File: config.mk
export PLATFORM = sky130hd
export DESIGN_NAME = tdm_demux_4ch
export DESIGN_NICKNAME = d
export VERILOG_FILES = /design/src/rtl/tdm_demux_4ch.sv
export SDC_FILE = /design/constraint.sdc
export NUM_CORES = 1
export LEC_CHECK = 0
export ABC_AREA = 0
export BUFFER_PORTS_ARGS = -buffer_cell sky130_fd_sc_hd__clkbuf_2
export CAP_MARGIN = 10
export CORE_ASPECT_RATIO = 0.75
export CORE_MARGIN = 10
export CORE_UTILIZATION = 30
export CTS_CLUSTER_DIAMETER = 200
export CTS_CLUSTER_SIZE = 14
export DETAILED_ROUTE_END_ITERATION = 12
export SETUP_SLACK_MARGIN = 0.15
export SYNTH_ARGS = -nofsm -noshare
export SYNTH_HDL_FRONTEND = slang
export SYNTH_SLANG_ARGS = --single-unit
File: constraint.sdc
create_clock -name clk -period 2.3 [get_ports clk]
set_clock_uncertainty 0.05 [all_clocks]
set_input_delay 0.345 -clock clk [delete_from_list [all_inputs] [get_ports clk]]
set_output_delay 0.345 -clock clk [all_outputs]
set_load 0.02 [all_outputs]
File: src/rtl/tdm_demux_4ch.sv
// Receive end of a 4:1 TDM link: realigns on the frame marker, reassembles four
// slots into parallel channel registers and feeds the slot select back upstream.
module tdm_demux_4ch #(
    parameter int WIDTH = 1
) (
    input  logic             clk,
    input  logic             rst_n,
    input  logic             en,
    input  logic             frame,
    input  logic [WIDTH-1:0] d,
    input  logic             err_clr,
    output logic             s0,
    output logic             s1,
    output logic [WIDTH-1:0] o0,
    output logic [WIDTH-1:0] o1,
    output logic [WIDTH-1:0] o2,
    output logic [WIDTH-1:0] o3,
    output logic             valid,
    output logic             sync_err
);

    typedef enum logic {
        UNLOCKED = 1'b0,
        LOCKED   = 1'b1
    } state_t;

    state_t           state_r;
    logic [1:0]       cnt_r;
    logic [WIDTH-1:0] shadow0_r;
    logic [WIDTH-1:0] shadow1_r;
    logic [WIDTH-1:0] shadow2_r;
    logic [WIDTH-1:0] o0_r;
    logic [WIDTH-1:0] o1_r;
    logic [WIDTH-1:0] o2_r;
    logic [WIDTH-1:0] o3_r;
    logic             valid_r;
    logic             sync_err_r;
    logic             misaligned_s;

    // A marker landing anywhere but slot 0 after lock means the link slipped.
    assign misaligned_s = en & frame & (state_r == LOCKED) & (cnt_r != 2'd0);

    // Lock FSM, slot counter, shadow capture, frame publish and sticky error flag.
    always_ff @(posedge clk or negedge rst_n) begin
        if (!rst_n) begin
            state_r    <= UNLOCKED;
            cnt_r      <= 2'd0;
            shadow0_r  <= {WIDTH{1'b0}};
            shadow1_r  <= {WIDTH{1'b0}};
            shadow2_r  <= {WIDTH{1'b0}};
            o0_r       <= {WIDTH{1'b0}};
            o1_r       <= {WIDTH{1'b0}};
            o2_r       <= {WIDTH{1'b0}};
            o3_r       <= {WIDTH{1'b0}};
            valid_r    <= 1'b0;
            sync_err_r <= 1'b0;
        end else begin
            valid_r <= 1'b0;
            // A fresh misalignment overrides a simultaneous clear.
            if (misaligned_s) begin
                sync_err_r <= 1'b1;
            end else if (err_clr) begin
                sync_err_r <= 1'b0;
            end else begin
                sync_err_r <= sync_err_r;
            end

            if (en) begin
                if (frame) begin
                    state_r   <= LOCKED;
                    shadow0_r <= d;
                    cnt_r     <= 2'd1;
                end else begin
                    case (state_r)
                        LOCKED: begin
                            cnt_r <= cnt_r + 2'd1;
                            case (cnt_r)
                                2'd0: shadow0_r <= d;
                                2'd1: shadow1_r <= d;
                                2'd2: shadow2_r <= d;
                                2'd3: begin
                                    // Slot 3 goes straight to its output, no shadow needed.
                                    o0_r    <= shadow0_r;
                                    o1_r    <= shadow1_r;
                                    o2_r    <= shadow2_r;
                                    o3_r    <= d;
                                    valid_r <= 1'b1;
                                end
                                default: cnt_r <= 2'd0;
                            endcase
                        end
                        UNLOCKED: cnt_r <= 2'd0;
                        default: begin
                            state_r <= UNLOCKED;
                            cnt_r   <= 2'd0;
                        end
                    endcase
                end
            end else begin
                cnt_r <= cnt_r;
            end
        end
    end

    assign s0       = cnt_r[0];
    assign s1       = cnt_r[1];
    assign o0       = o0_r;
    assign o1       = o1_r;
    assign o2       = o2_r;
    assign o3       = o3_r;
    assign valid    = valid_r;
    assign sync_err = sync_err_r;

endmodule

==> run summary <==
Crit-path slowest cell = dfrtp_1
Die area = 4110 um^2
Clock tree from TritonCTS = yes
Status = completed
Mapped Area = 579 um^2
Syn_area_per_cell = 12.9 um^2
Critical path class = reg -> reg
CP cell instances = inv_1 > ha_1 > nand4b_1 > mux2_2
Post-Syn Nets = 55
Maximum VDD drop = 0.452 mV
Leakage = 0.000341 uW
GRT Overall Usage = 6.36%
Initial DRC count = 25
Largest net degree at the start of global routing = 13
Ranking of synthesized cells by area = dfrtp_1 (52%), mux2_2 (9.7%), ha_1 (8.6%)
Fin Setup TNS = 0 ns
Pins over their slew limit = 0
Die height = 58.1 um
Final net count = 72
Critical Path Fanout Max = 6
Final Hold Fails = 0
Crit path launch type = flop
Least-Margin Pin Slew = 0.371 ns
Initial antenna violation count = 0
Final setup vio count = 0
Share of the synthesized area in the top cell type = 51.8%
Hold Path Class = in -> reg
Chip width = 70.7 um
IO Port Bufs = 13
Final worst-path setup slack = 0.961 ns
Final Critical Period = 1.34 ns
Max frequency = 0.747 GHz
H-tree Lvls = 1
Share of cells above drive strength 1 = 38.3%
RSZ-0062 raised after global routing = no
Yosys warns = 0
CP peak stage delay = 0.44 ns
PostCTS Resize Cnt = 0
Post-synthesis cell count = 45
Dpl cells = 78
Crit end category = flop
Clk root buf = clkbuf_4
DR DRC count = 0
Async S/R FF share, synth = 100%
FP Rows = 13
Final total power = 629 uW
Num CTS Buffers = 3
WL/cell = 14.4 um
DR pass1 iterations = 4
Seq/Total Area, Yosys = 51.8%
Routed vias/inst = 4.66
Worst-Skew Late Latency = 0.27 ns
Global-route wire length before repair = 2040 um
Final GP Congestion = 0.728
Setup WS pre-CTS = 0.969 ns
Vias = 382
Synth Flop Type = dfrtp_1
I/O pins = 14
PwrDens = 917 nW/um^2
Ant. Diodes = 0
Post-route clock period utilization = 58.2%
Worst setup path startpoint = cnt_r[0]$_DFFE_PN0P_
Worst slew margin = 75.2%
RR Startpoint = cnt_r[0]$_DFFE_PN0P_
Total grt overflow = 0
R2R Setup Slk = 0.96 ns
Unique masters post-synth = 19
Clock buffer depth = 2
Synthesis-stage register bit count = 12
Critical Path AT = 1.46 ns
Clock transition at path regs = 0.07 ns
Count leader, synth = dfrtp_1
Drt total wl = 1180 um
Cell taking the most area after synthesis = dfrtp_1
Final ANT Viol Nets = 0
Core box area = 1790 um^2
Hold Crit Start = err_clr
EDFF count, synth = 0
Commonest cells post-synth = dfrtp_1 (12), inv_1 (5), mux2_2 (5), ha_1 (4), nand4b_1 (4)
Sink Count = 12
Non-filler cells, final = 82
Layout area overhead = 18.4%
Data required time of the worst path = 2.42 ns
Vias in the first global route = 411
Max cap viols = 0
Initial Util = 32.4%
-- state kept, by name (all words and copies together) (netlist names) --
signal / flops
cnt_r: 2
o0: 1
o1: 1
o2: 1
o3: 1
shadow0_r: 1
shadow1_r: 1
shadow2_r: 1
state_r: 1
sync_err: 1
valid: 1
-- area by class of cell --
cell class	count	area [um^2]
clock buffer	3	22.5
fill	180	1100
inverter	5	18.8
multi-input combinational	26	241
sequential	12	300
tap	22	27.5
timing repair buffer	14	75.1
-- layout by cell type (no fill, tap or decap), types with 2 or more instances in the layout --
master,instances
nand4b_1,4
o21ai_0,2
dfrtp_1,12
ha_1,4
mux2_2,5
inv_1,5
clkbuf_4,3
clkbuf_2,13
-- kinds of logic after synthesis --
group / count (synthesis) / synth area share (%)
compound gates: 7 / 7.99
fa+ha+maj: 4 / 8.64
buf+inv: 7 / 6.48
flops: 12 / 51.8
mux: 6 / 11.7
simple gates: 9 / 13.4
-- per-layer routing --
metal / vias up / routed length, um / GRT usage, %
li1: 191 / - / -
met5: - / 0 / 0
met2: 12 / 510 / 9.00
met4: 0 / 0 / 3.31
met3: 0 / 104 / 4.08
met1: 179 / 563 / 7.20
-- per-stage QoR --
step                util (%)  area [um^2]  hold WS, ns
finish                  38.3          686        0.203
global route            38.3          686        0.218
global placement        36.5          653        0.198
floorplan                  -          579    -0.000591
detailed placement      36.5          653        0.208
CTS                     38.3          686        0.194
-- power by group --
group	switching [uW]	total [uW]	internal [uW]
Sequential	30.5	300	269
Clock	72.3	133	60.7
Combinational	112	196	84.3
-- final timing paths --
path / to / cells past startpoint
setup / recovery: shadow2_r$_DFFE_PN0P_ / 4
hold / removal: sync_err$_DFFE_PN0P_ / 2
setup reg to reg: shadow2_r$_DFFE_PN0P_ / 4
hold reg to reg: o3$_DFFE_PN0P_ / 1
max in group asynchronous: sync_err$_DFFE_PN0P_ / 2
min in group asynchronous: valid$_DFF_PN0_ / 2
-- critical path, delay by kind of cell, from the launching register on --
kind / cells / cell delay, ns
flip-flops: 1 / 0.44
adder cells (fa/ha/maj): 1 / 0.21
multiplexers: 1 / 0.33
AND/OR/NAND/NOR: 1 / 0.10
buffers and inverters: 1 / 0.10
-- repair_timing --
action,in CTS,in global routing
hold endpoints to repair,12,0
buffers inserted,0,0
hold buffers,1,0
(Power assumes the default switching activity.)
